--- config.mk ---
export PLATFORM = sky130hd
export DESIGN_NAME = imem_loader
export DESIGN_NICKNAME = d
export VERILOG_FILES = /design/src/rtl/imem_loader_pkg.sv /design/src/rtl/imem_byte_packer.sv /design/src/rtl/imem_loader.sv
export SDC_FILE = /design/constraint.sdc
export NUM_CORES = 1
export LEC_CHECK = 0
export BUFFER_PORTS_ARGS = -buffer_cell sky130_fd_sc_hd__buf_2
export CAP_MARGIN = 20
export CORE_UTILIZATION = 60
export DETAILED_ROUTE_END_ITERATION = 12
export GPL_TIMING_DRIVEN = 0
export HOLD_SLACK_MARGIN = 0.03
export PLACE_DENSITY_LB_ADDON = 0.05
export SYNTH_ARGS = -nofsm -noshare
export SYNTH_HDL_FRONTEND = slang
export SYNTH_HIERARCHICAL = 1
export SYNTH_SLANG_ARGS = --single-unit
--- constraint.sdc ---
create_clock -name clk_i -period 5.1 [get_ports clk_i]
set_input_delay 1.275 -clock clk_i [delete_from_list [all_inputs] [get_ports clk_i]]
set_output_delay 1.275 -clock clk_i [all_outputs]
set_load 0.01 [all_outputs]
--- src/rtl/imem_loader_pkg.sv ---
// Shared types for the instruction-memory loader: state encoding, length field width, lane count.
package imem_loader_pkg;

    typedef enum logic [2:0] {
        ST_IDLE,
        ST_LEN0,
        ST_LEN1,
        ST_DATA,
        ST_CSUM,
        ST_DONE,
        ST_ERR
    } loader_state_t;

    localparam int LEN_W  = 16;
    localparam int LANES  = 4;
    localparam int LANE_W = $clog2(LANES);

    // A session is open (stream bytes are wanted) from LEN0 up to CSUM.
    function automatic logic is_active(input loader_state_t s);
        return (s == ST_LEN0) || (s == ST_LEN1) || (s == ST_DATA) || (s == ST_CSUM);
    endfunction

endpackage

--- src/rtl/imem_byte_packer.sv ---
// Packs a byte stream into little-endian words; word_full marks the byte that completes a word.
module imem_byte_packer
    import imem_loader_pkg::*;
(
    input  logic               clk,
    input  logic               rst_n,
    input  logic               clear,
    input  logic               byte_en,
    input  logic [7:0]         byte_data,
    output logic [8*LANES-1:0] packed_word,
    output logic               word_full
);

    logic [LANE_W-1:0]  lane_q;
    logic [8*LANES-1:0] data_q;

    // The completing byte bypasses the register so the word is usable in the same cycle.
    always_comb begin
        packed_word = data_q;
        packed_word[8*(LANES-1) +: 8] = byte_data;
    end

    assign word_full = byte_en && (lane_q == LANE_W'(LANES - 1));

    always_ff @(posedge clk or negedge rst_n) begin
        if (!rst_n) begin
            lane_q <= '0;
            data_q <= '0;
        end else if (clear) begin
            lane_q <= '0;
            data_q <= '0;
        end else if (byte_en) begin
            data_q[8*lane_q +: 8] <= byte_data;
            lane_q                <= lane_q + 1'b1;
        end
    end

endmodule

--- src/rtl/imem_loader.sv ---
// Loads a length-prefixed byte stream into instruction memory, holding the CPU meanwhile.
// Define IMEM_LOADER_CSUM_EN to require a trailing XOR checksum byte.
module imem_loader
    import imem_loader_pkg::*;
#(
    parameter int          ADDR_W    = 10,
    parameter logic [31:0] BASE_ADDR = 32'h0000_0000
) (
    input  logic        clk_i,
    input  logic        rst_n_i,
    input  logic        start_i,
    input  logic        byte_valid_i,
    input  logic [7:0]  byte_data_i,
    output logic        byte_ready_o,
    output logic        wr_en_o,
    output logic [31:0] wr_addr_o,
    output logic [31:0] wr_data_o,
    output logic        busy_o,
    output logic        done_o,
    output logic        error_o
);

    localparam int          CNT_W     = ADDR_W + 1;
    localparam logic [31:0] MAX_WORDS = 32'd1 << ADDR_W;

    loader_state_t    state_q;
    loader_state_t    state_d;
    logic [LEN_W-1:0] len_q;
    logic [LEN_W-1:0] len_full;
    logic [CNT_W-1:0] word_cnt_q;
    logic [31:0]      packed_word;
    logic             accept;
    logic             session_clear;
    logic             pack_en;
    logic             word_full;
    logic             last_word;
    logic             len_bad;

    assign accept        = byte_valid_i && byte_ready_o;
    assign session_clear = start_i && ((state_q == ST_IDLE) || (state_q == ST_DONE) || (state_q == ST_ERR));
    assign pack_en       = accept && (state_q == ST_DATA);
    assign len_full      = {byte_data_i, len_q[7:0]};
    assign len_bad       = (len_full == '0) || (32'(len_full) > MAX_WORDS);
    assign last_word     = (32'(word_cnt_q) + 32'd1) == 32'(len_q);

    imem_byte_packer u_packer (
        .clk         (clk_i),
        .rst_n       (rst_n_i),
        .clear       (session_clear),
        .byte_en     (pack_en),
        .byte_data   (byte_data_i),
        .packed_word (packed_word),
        .word_full   (word_full)
    );

`ifdef IMEM_LOADER_CSUM_EN
    logic [7:0] csum_q;

    always_ff @(posedge clk_i or negedge rst_n_i) begin
        if (!rst_n_i) begin
            csum_q <= '0;
        end else if (session_clear) begin
            csum_q <= '0;
        end else if (pack_en) begin
            csum_q <= csum_q ^ byte_data_i;
        end
    end
`endif

    always_comb begin
        state_d = state_q;
        case (state_q)
            ST_IDLE, ST_DONE, ST_ERR: begin
                if (start_i) state_d = ST_LEN0;
            end
            ST_LEN0: begin
                if (accept) state_d = ST_LEN1;
            end
            ST_LEN1: begin
                if (accept) state_d = len_bad ? ST_ERR : ST_DATA;
            end
            ST_DATA: begin
`ifdef IMEM_LOADER_CSUM_EN
                if (word_full && last_word) state_d = ST_CSUM;
`else
                if (word_full && last_word) state_d = ST_DONE;
`endif
            end
`ifdef IMEM_LOADER_CSUM_EN
            ST_CSUM: begin
                if (accept) state_d = (byte_data_i == csum_q) ? ST_DONE : ST_ERR;
            end
`endif
            default: state_d = ST_IDLE;
        endcase
    end

    // Status outputs follow the next state so they line up with the state register.
    always_ff @(posedge clk_i or negedge rst_n_i) begin
        if (!rst_n_i) begin
            state_q      <= ST_IDLE;
            len_q        <= '0;
            word_cnt_q   <= '0;
            byte_ready_o <= 1'b0;
            busy_o       <= 1'b0;
            done_o       <= 1'b0;
            error_o      <= 1'b0;
            wr_en_o      <= 1'b0;
            wr_addr_o    <= '0;
            wr_data_o    <= '0;
        end else begin
            state_q      <= state_d;
            byte_ready_o <= is_active(state_d);
            busy_o       <= is_active(state_d);
            done_o       <= (state_d == ST_DONE);
            error_o      <= (state_d == ST_ERR);
            wr_en_o      <= word_full;

            if (accept && (state_q == ST_LEN0)) len_q[7:0]  <= byte_data_i;
            if (accept && (state_q == ST_LEN1)) len_q[15:8] <= byte_data_i;

            if (session_clear) begin
                word_cnt_q <= '0;
            end else if (word_full) begin
                word_cnt_q <= word_cnt_q + 1'b1;
                wr_addr_o  <= BASE_ADDR + (32'(word_cnt_q) << 2);
                wr_data_o  <= packed_word;
            end
        end
    end

endmodule

* Word level (Yosys, flattened, before mapping)
Index checks and enable logic that the tools add are counted.
Word-level totals: flip-flop bits (word level) 111, output and inout port bits 69, word-level logic and storage cells 65
Operators by class: $add $sub $neg 4, $lt $le $gt $ge 1, equality and inequality tests 13, shift operators 2, mux-type cells 13, bitwise operators 1, reduce and logical (&&, ||, !) cells 19
Operators with widths (number):
- 2-to-1 mux 32 bit | 2
- negator 5 -> 34 bit | 1
- variable shift 8 x 34 -> 32 bit, first input constant | 1
- indexed part select 8 x 34 -> 32 bit | 1
- bitwise mux 32 bit | 1
- 2-to-1 mux 11 bit | 2
- equality test 12 x 16 -> 1 bit | 1
- > comparator 16 x 11 -> 1 bit, second input constant | 1
- zero test 16 bit | 1
- equality test 3 bit, second input constant | 5
- 2-to-1 mux 3 bit | 5
- adder 11 x 1 -> 12 bit, second input constant | 1
- equality test 3 x 2 -> 1 bit, second input constant | 4
- one-hot mux 3 bit (4 select lines) | 1
- adder 11 x 1 -> 11 bit, second input constant | 1
- logical AND 1 bit | 7
- equality test 3 x 1 -> 1 bit, second input constant | 2
- logical OR 1 bit | 6
- 2-to-1 mux 2 bit | 2
- nonzero test 2 bit | 2
- zero test 3 bit | 1
- OR reduction 3 bit | 1
- adder 2 x 1 -> 2 bit, second input constant | 1
- equality test 2 bit, second input constant | 1
- 2 further kinds | 2

* Longest topological paths before layout
Gate-level depths: netlist of run 1.
depth in word-level cells 10, depth in mapped cells 10, mapped depth without buffers 7

* Modules after synthesis
The synthesis of run 1 kept the hierarchy.
Modules (own cells, without submodules):
- imem_loader | instances 1, cells an instance 299, area an instance 3653.5 um^2, sequential area each 1926.8 um^2
- imem_byte_packer | instances 1, cells an instance 118, area an instance 1342.5 um^2, sequential area each 650.6 um^2

* Worst setup path after synthesis of run 1
No wires, ideal clock.
kind input to register, from input start_i, to register u_packer.data_q[22], arrival time 2.625 ns, data required time 5.005 ns, setup slack 2.380 ns, stages on the path 7, path buffers 3, cells stage by stage inv_1 > nor2_1 > clkbuf_1 > or3b_1 > buf_6 > buf_12 > o32ai_2
On the way: word-level cells in the longest chain between the ends 2, elaborated cells between the ends (all ways) 3
RTL lines:
- start, declared | RTL line imem_loader.sv:11 | input logic start_i,
- logical AND 1 bit (*) | RTL line imem_loader.sv:40 | assign session_clear = start_i && ((state_q == ST_IDLE) || (state_q == ST_DONE) || (state_q == ST_ERR));
- via session_clear | RTL line imem_loader.sv:33 | logic session_clear;
- 2-to-1 mux 32 bit or nonzero test 2 bit (tied branches)
- end signal, assigned by index | RTL line imem_byte_packer.sv:33 | data_q[8*lane_q +: 8] <= byte_data;
- end, declared | RTL line imem_byte_packer.sv:15 | logic [8*LANES-1:0] data_q;
Mark *: on every way through the listed nets, which the timed path passes. The rest lies on a longest branch. A chain may end at the register's enable or synchronous reset.

* Worst setup path in the final report of run 1
from input start_i, to register u_packer.data_q[14]
The elaborated chain is that of the path after synthesis.

==> results of run 1 <==
[cells in the final DEF, fill, tap and decap left out, types with 3 or more instances in the layout]
cell	n
sky130_fd_sc_hd__mux2_2	41
sky130_fd_sc_hd__nor4_1	3
sky130_fd_sc_hd__ha_1	6
sky130_fd_sc_hd__nand3_1	6
sky130_fd_sc_hd__xnor2_1	15
sky130_fd_sc_hd__nand4_1	5
sky130_fd_sc_hd__conb_1	21
sky130_fd_sc_hd__nor3_2	4
sky130_fd_sc_hd__o32ai_1	6
sky130_fd_sc_hd__nor2_1	30
sky130_fd_sc_hd__mux2_1	17
sky130_fd_sc_hd__o21ai_0	3
sky130_fd_sc_hd__clkbuf_8	10
sky130_fd_sc_hd__a32o_1	8
sky130_fd_sc_hd__buf_4	34
sky130_fd_sc_hd__inv_1	22
sky130_fd_sc_hd__buf_2	68
sky130_fd_sc_hd__clkbuf_1	8
sky130_fd_sc_hd__nand2_1	29
sky130_fd_sc_hd__o32ai_2	10
sky130_fd_sc_hd__mux2i_1	4
sky130_fd_sc_hd__dfrtp_1	103
sky130_fd_sc_hd__xor2_1	13
sky130_fd_sc_hd__a21oi_1	3
[flip-flops by register name, indices dropped and copies added (netlist names)]
| signal | flops |
|---|---|
| busy_o | 1 |
| done_o | 1 |
| error_o | 1 |
| len_q | 16 |
| state_q | 3 |
| u_packer/data_q | 24 |
| u_packer/lane_q | 2 |
| word_cnt_q | 11 |
| wr_addr_o | 11 |
| wr_data_o | 32 |
| wr_en_o | 1 |
[power breakdown]
part           leakage (nW)  internal (mW)  switching (mW)
registers              1.37           1.08           0.171
clock network         0.109          0.288           0.264
logic                  1.37          0.471           0.563
total                  2.85           1.83           0.998
[logic make-up after synthesis]
logic type	Yosys count	share of synthesized area
buffers and inverters	77	0.08991
adder cells (fa/ha/maj)	6	0.01503
other	1	0.0007506
multiplexers	62	0.1387
AND/OR/NAND/NOR	95	0.09867
XOR/XNOR	29	0.05234
AO/OA/AOI/OAI	44	0.08866
flip-flops	103	0.5159
[path summary, 6_finish.rpt]
kind                            slack, ns         start             endpoint  depth (start not counted)
worst min-delay path                 0.49  wr_data_o[8]         wr_data_o[8]                          1
worst max register to register       2.34    state_q[0]  u_packer/data_q[14]                          8
min in group asynchronous            0.87       rst_n_i        wr_data_o[19]                          1
worst max-delay path                 2.18       start_i  u_packer/data_q[14]                          7
worst min register to register       0.49  wr_data_o[8]         wr_data_o[8]                          1
max in group asynchronous            3.56       rst_n_i         wr_addr_o[5]                          2
[layer usage]
layer / vias up / share of wire
li1: 1573 / -
met1: 1675 / 0.47
met2: 112 / 0.47
met3: 15 / 0.051
met4: 0 / 0.014
met5: - / 0
[critical path, cell delays in order]
cell,delay (ns)
sky130_fd_sc_hd__buf_2,0.10
sky130_fd_sc_hd__inv_1,0.09
sky130_fd_sc_hd__nor2_1,0.28
sky130_fd_sc_hd__clkbuf_1,0.66
sky130_fd_sc_hd__and4b_1,0.28
sky130_fd_sc_hd__clkbuf_1,0.19
sky130_fd_sc_hd__a32o_1,0.30
[layout make-up]
cell class	instances	share of cell area
multi-input cells	257	0.3560
well taps	102	0.02222
inverters	22	0.01438
repair buffers	60	0.05664
flip-flops and latches	103	0.4488
clock buffers	10	0.02397
clock inverters	5	0.01416
plain buffers	55	0.06383
==> PnR_summary.wiki, run 1 <==
{| class="wikitable"
! Metric !! Value
|-
| Status || complete, no violations
|-
| Overall via count from detail_route || between 3,000 and 4,000
|-
| Antenna Violating Nets Remaining || 0
|-
| Endpoint arrival time on the critical path || roughly 3.2 ns
|-
| Warnings from Yosys || 6
|-
| Floorplan die area || just under 0.009 mm²
|-
| Worst setup EP type || flip-flop
|-
| Clock root buffer || sky130_fd_sc_hd__clkbuf_8
|-
| Number of global-route vias before repair || approximately 3,200
|-
| Net count reported at finish || 526
|-
| N_diodes || 0
|-
| Global routing's busiest layer || met2
|-
| Clock latency reported for the late side of the worst-skew pair || between 0.3 and 0.4 ns
|-
| IO Pins || a little over 80
|-
| Netlist area before placement || around 0.005 mm²
|-
| Final core utilization || 0.7281
|-
| Met2 usage in global routing || 0.3811
|-
| Minimum setup slack after placement || around 1.8 ns
|-
| Area of all sequential standard cells || ~0.0026 mm²
|-
| Clock transition at the registers of the reported paths || roughly 0.09 ns
|-
| Fin crit share || 0.5727
|-
| Post-layout instance count excluding filler cells || 614
|-
| Cell types with the highest counts after synthesis || sky130_fd_sc_hd__dfrtp_1, sky130_fd_sc_hd__mux2_2, sky130_fd_sc_hd__buf_4
|-
| Wire length after detailed routing || slightly below 10,000 µm
|-
| Cell Count Post-Placement || 599
|-
| Number of CTS-inserted buffers || 9
|-
| Average via count per standard cell || approximately 5.5
|-
| Port Buffers || slightly below 60
|-
| Htree depth || 3
|-
| Core Area || a little under 0.008 mm²
|-
| Post-synthesis average cell area || approximately 12 µm²
|-
| Number of synthesized register bits || a little over 100
|-
| Hold_buf cts || 0
|-
| Number of buffers added for setup after CTS || 0
|-
| Post-route total power || 2.833 mW
|-
| Predominant post-synthesis flop cell || sky130_fd_sc_hd__dfrtp_1
|-
| Unrepaired setup endpoints after global routing || no
|-
| Placement Rows || 32
|-
| Detailed router's first-iteration violation count || 140
|-
| Area taken by multi-input logic gates || roughly 0.002 mm²
|-
| Kind of start point of the critical path || primary input
|-
| Starting density of the core || 0.6334
|-
| Placed Instance Area || between 0.005 and 0.006 mm²
|-
| Drt pass-1 iters || 5
|-
| Worst max-slew margin expressed relative to the limit || 0.4492
|-
| Critical path peak fanout || 16
|-
| Final hold violation count || 0
|-
| Met3 track demand over resource in global routing || 0.04065
|-
| Leading post-synthesis cells by cell area || sky130_fd_sc_hd__dfrtp_1, sky130_fd_sc_hd__mux2_2, sky130_fd_sc_hd__buf_4
|-
| Ys async rst share || 1.000
|-
| Wire length per cell after detailed routing || approximately 16 µm
|-
| Clock tree from TritonCTS || yes
|-
| Total gr overflow || 0
|-
| Synth-to-layout area growth || 14.95%
|-
| Gr usage total || 0.2425
|-
| Setup TNS || 0 ns
|-
| Setup violation total in the final timing report || 0
|-
| Max Clk Rate || 0.3424 GHz
|-
| Most area-hungry cell type in the Yosys netlist || sky130_fd_sc_hd__dfrtp_1
|-
| Design area || about 0.0057 mm²
|-
| First-pass GRT wire length || around 16,000 µm
|-
| Least-Margin Pin Slew || slightly above 0.8 ns
|-
| Die height || roughly 93 µm
|-
| Sequential share of the synthesized area || 0.5159
|-
| Total half-perimeter wirelength after legalization and detailed placement || ~7000 µm
|-
| Width of the die || between 90 and 100 µm
|-
| Power density over the cells || between 400 and 500 mW/mm²
|-
| Critical path type || primary input to flip-flop
|-
| Number of standard cells after synthesis || around 420
|-
| Post-detailed-route DRC marker count || 0
|-
| Leakage Power || roughly 2.8 nW
|-
| Worst-case hold slack || ~0.5 ns
|-
| Layout fillers || approximately 580
|-
| Resized cells post-CTS || 0
|-
| Kind of path behind the tightest hold check || flip-flop to flip-flop
|-
| Number of unique standard cell types used by synthesis || 52
|-
| Crit path time final || about 2.9 ns
|-
| Total of max-cap violations || 0
|-
| CP Data Required Time || about 5.4 ns
|-
| Gp weighted congestion || ~0.84
|-
| Worst voltage drop across the vdd grid || 0.2635 mV
|-
| GR Layer Usage met1 || 0.3448
|-
| Worst clock skew || 0.01022 ns
|-
| Slack of the critical path || 2.179 ns
|-
| Number of antenna violations at the first check in global routing || 0
|-
| Dominant cell by count in the synthesized netlist || sky130_fd_sc_hd__dfrtp_1
|-
| Number of synthesized flops with an enable pin || 0
|-
| Final Max Tran Viols || 0
|-
| Clk buf depth || 2
|-
| Pin count of the biggest net entering global routing || 68
|-
| Fraction of layout cells with a size suffix above 1 || 0.3555
|-
| Number of clock sinks || slightly above 100
|-
| Share of the synthesized area in the top cell type || 0.5159
|}
(Power assumes the default switching activity.)
==> run 2, diff against run 1 <==
--- a/config.mk
+++ b/config.mk
@@ -5,9 +5,10 @@
 export SDC_FILE = /design/constraint.sdc
 export NUM_CORES = 1
 export LEC_CHECK = 0
+export ABC_AREA = 1
 export BUFFER_PORTS_ARGS = -buffer_cell sky130_fd_sc_hd__buf_2
 export CAP_MARGIN = 20
-export CORE_UTILIZATION = 60
+export CORE_UTILIZATION = 57
 export DETAILED_ROUTE_END_ITERATION = 12
 export GPL_TIMING_DRIVEN = 0
 export HOLD_SLACK_MARGIN = 0.03
==> constraint.sdc (replaced) <==
create_clock -name clk_i -period 2.85 [get_ports clk_i]
set_input_delay 0.7125 -clock clk_i [delete_from_list [all_inputs] [get_ports clk_i]]
set_output_delay 0.7125 -clock clk_i [all_outputs]
set_load 0.01 [all_outputs]
==> run 2 against run 1 <==
Final cell count rose by 42%. Combinational power rose by 28%. Clock skew rose by 0.0016 ns. Non-clock buffer count fell by 8. Clock power rose by 88%. Clock-buffer cell count did not move. Sequential cell count did not move. Wire length rose by 14%. Register-to-register slack got worse by 2.0 ns. Global-route usage rose by 1.4 points. Critical path type is now flip-flop to flip-flop.
==> PnR_summary.wiki, run 2 <==
{| class="wikitable"
! Metric !! Value
|-
| Power density over the cells || between 700 and 800 mW/mm²
|-
| Logic depth of the worst register-to-register path || 18
|-
| Max Clk Rate || between 0.4 and 0.5 GHz
|-
| Final hold violation count || 0
|-
| Overall via count from detail_route || ~4,400
|-
| Slack of the worst reg-to-reg path || around 0.38 ns
|-
| Unrepaired setup endpoints after global routing || no
|-
| Pin count of the biggest net entering global routing || 75
|-
| Final Max Tran Viols || 0
|-
| Netlist area before placement || just over 0.005 mm²
|-
| Detailed router's first-iteration violation count || between 200 and 300
|-
| Number of synthesized flops with an enable pin || 0
|-
| Number of buffers added for setup after CTS || 0
|-
| Total gr overflow || 0
|-
| Part of the power in combinational logic || 0.312
|-
| Switching power share of the total || 0.3663
|-
| Port Buffers || between 50 and 60
|-
| Cell types with the highest counts after synthesis || sky130_fd_sc_hd__nand2_1, sky130_fd_sc_hd__dfrtp_1, sky130_fd_sc_hd__inv_1
|-
| Clock latency reported for the late side of the worst-skew pair || 0.37 ns
|-
| Slowest cell on the critical path || sky130_fd_sc_hd__dfrtp_1
|-
| Net count reported at finish || just under 800
|-
| Power Internal || 2.687 mW
|-
| Number of unique standard cell types used by synthesis || 32
|-
| Gr usage total || 0.2562
|-
| Setup violation total in the final timing report || 0
|-
| Flip-flop count of the largest register, all copies and words added || 32
|-
| Wire length per cell after detailed routing || 12.95 µm
|-
| Die height || 96.71 µm
|-
| Layout fillers || between 700 and 800
|-
| Total of max-cap violations || 0
|-
| Worst clock skew || about 0.012 ns
|-
| Number of clock sinks || a little over 100
|-
| Max stage delay on crit path || roughly 0.38 ns
|-
| Clk buf depth || 2
|-
| Synth-to-layout area growth || 15.08%
|-
| Critical path type || flip-flop to flip-flop
|-
| Most area-hungry cell type in the Yosys netlist || sky130_fd_sc_hd__dfrtp_1
|-
| Core Area || between 0.008 and 0.009 mm²
|-
| Worst max-slew margin expressed relative to the limit || 0.5837
|-
| Number of antenna violations at the first check in global routing || 0
|-
| Area taken by multi-input logic gates || just over 0.002 mm²
|-
| Drt pass-1 iters || 5
|-
| Register bank with the most flops || wr_data_o
|-
| Critical R2R Launch || state_q[2]
|-
| Leading post-synthesis cells by cell area || sky130_fd_sc_hd__dfrtp_1, sky130_fd_sc_hd__nand2_1, sky130_fd_sc_hd__inv_1
|-
| Status || complete, no violations
|-
| Worst voltage drop across the vdd grid || about 0.45 mV
|-
| Kind of path behind the tightest hold check || primary input to async pin
|-
| Clock tree from TritonCTS || yes
|-
| Placement Rows || 34
|-
| Setup TNS || 0 ns
|-
| Endpoint arrival time on the critical path || between 2 and 3 ns
|-
| Number of standard cells after synthesis || ~670
|-
| Worst setup EP type || flip-flop
|-
| Fin crit share || 0.8669
|-
| Commonest non-fill, non-tap cells in the layout || sky130_fd_sc_hd__nand2_1, sky130_fd_sc_hd__dfrtp_1, sky130_fd_sc_hd__inv_1
|-
| Most Frequent Cell on Critical Path || sky130_fd_sc_hd__nand2_1
|-
| Number of global-route vias before repair || ~4,400
|-
| Chain of cells forming the critical path || clkbuf_8, nor4_2, buf_2, nand2_1, inv_1, nand2_1, nor2_1, nand2_1, nor2_1, nand2_1, nor2_1, nand3_1, nor2_1, nand2_1, nand2_1, nand3_1, nand2_1, inv_1
|-
| Gp weighted congestion || 0.8848
|-
| Power share of the sequential group || 0.443
|-
| Worst-case hold slack || ~0.25 ns
|-
| Leakage Power || approximately 3.4 nW
|-
| Floorplan die area || ~0.0094 mm²
|-
| Fraction of layout cells with a size suffix above 1 || 0.1759
|-
| Post-detailed-route DRC marker count || 0
|-
| Predominant post-synthesis flop cell || sky130_fd_sc_hd__dfrtp_1
|-
| First-pass GRT wire length || approximately 19,000 µm
|-
| Part of the power in the clock network || 0.245
|-
| Regs by FF count || wr_data_o (32), u_packer/data_q (24), len_q (16)
|-
| Htree depth || 3
|-
| Ys async rst share || 1.000
|-
| Dominant cell by count in the synthesized netlist || sky130_fd_sc_hd__nand2_1
|-
| CP Data Required Time || around 3.1 ns
|-
| Clock root buffer || sky130_fd_sc_hd__clkbuf_8
|-
| Kind of start point of the critical path || flip-flop
|-
| Total half-perimeter wirelength after legalization and detailed placement || ~8500 µm
|-
| Post-synthesis average cell area || approximately 7.7 µm²
|-
| Clock transition at the registers of the reported paths || around 0.11 ns
|-
| Share of the synthesized area in the top cell type || 0.5042
|-
| NetSw || around 1.6 mW
|-
| Reg-to-reg critical path endpoint || busy_o
|-
| Critical path peak fanout || 8
|-
| Number of synthesized register bits || roughly 100
|-
| IO Pins || a little over 80
|-
| Area of all sequential standard cells || 0.002577 mm²
|-
| Average via count per standard cell || 5.048
|-
| N_diodes || 0
|-
| Number of CTS-inserted buffers || 9
|-
| Warnings from Yosys || 6
|-
| Most common cell after layout, fill and taps aside || sky130_fd_sc_hd__nand2_1
|-
| Sequential share of the synthesized area || 0.5042
|-
| Starting density of the core || 0.5862
|-
| Crit path time final || roughly 2.5 ns
|-
| Width of the die || between 90 and 100 µm
|-
| Wire length after detailed routing || 11,270 µm
|-
| Antenna Violating Nets Remaining || 0
|-
| Least-Margin Pin Slew || around 0.62 ns
|}
[run 2: changes by cell type after synthesis, sizes merged, moves of 13 or more]
cell / change
inv: +47
mux2: -58
nand2: +252
nand3: +32
nor2: +16
o21ai: +40
o32ai: -16
xnor2: -16
xor2: -13
[run 2: kinds of logic after synthesis]
kind of cell | synth area share
and+or+nand+nor | 0.3096
buffers and inverters | 0.1131
DFF | 0.5042
AOI/OAI and AO/OA | 0.05776
adders and majority gates | 0.01468
other | 0.0007335
[run 2: critical path: cells and delay by family (launching register included)]
family	cells	cell delay, ns
flops	1	0.38
buf+inv	4	0.56
simple gates	14	1.43
[run 2: per-stage QoR]
| step | setup WS [ns] | std cells | utilization | area (µm²) | total power [mW] |
|---|---|---|---|---|---|
| floorplan | 0.6484 | 686 | - | 5187 | 2.827 |
| global placement | 0.03498 | 853 | 0.6442 | 5618 | 3.153 |
| detailed placement | 0.05641 | 854 | 0.6476 | 5648 | 3.204 |
| CTS | 0.3132 | 870 | 0.6739 | 5877 | 4.253 |
| global route | 0.07525 | 870 | 0.6746 | 5883 | 4.542 |
| finish | 0.3793 | 870 | 0.6746 | 5883 | 4.240 |
[run 2: worst max-delay path by stage]
stage / slack (ns) / startpoint / endpoint
after floorplan: 0.65 / byte_valid_i / busy_o
after global placement: 0.03 / rst_n_i / wr_data_o[12]
after detailed placement: 0.06 / byte_valid_i / busy_o
after CTS: 0.31 / state_q[2] / busy_o
after global routing: 0.08 / state_q[2] / busy_o
final: 0.38 / state_q[2] / busy_o
[run 2: final cells by class]
class	instances	share of cell area
flip-flops and latches	103	0.4381
multi-input cells	466	0.3464
repair buffers	60	0.05530
plain buffers	47	0.05359
inverters	70	0.04466
clock buffers	10	0.02339
well taps	108	0.02297
clock inverters	6	0.01553
[run 2: what timing repair did]
item / CTS / global route
gates resized for setup: 0 / 1
hold endpoints to repair: 0 / 0
hold buffers: 0 / 0
setup endpoints to repair: 0 / 1
[run 2: power by group through the flow]
stage / Clock, mW / Combinational, mW / Sequential (mW)
final: 1.04 / 1.32 / 1.88
after global placement: 0 / 1.27 / 1.89
after detailed placement: 0 / 1.31 / 1.90
after CTS: 1.06 / 1.32 / 1.87
after global routing: 1.11 / 1.53 / 1.90
after floorplan: 0 / 0.938 / 1.89
[run 2: layer usage]
layer	wire length, µm	track usage	share of wire
met5	0	0	0
met4	327	0.1366	0.029
met3	444	0.02962	0.039
met2	5738	0.4372	0.51
met1	4761	0.3200	0.42
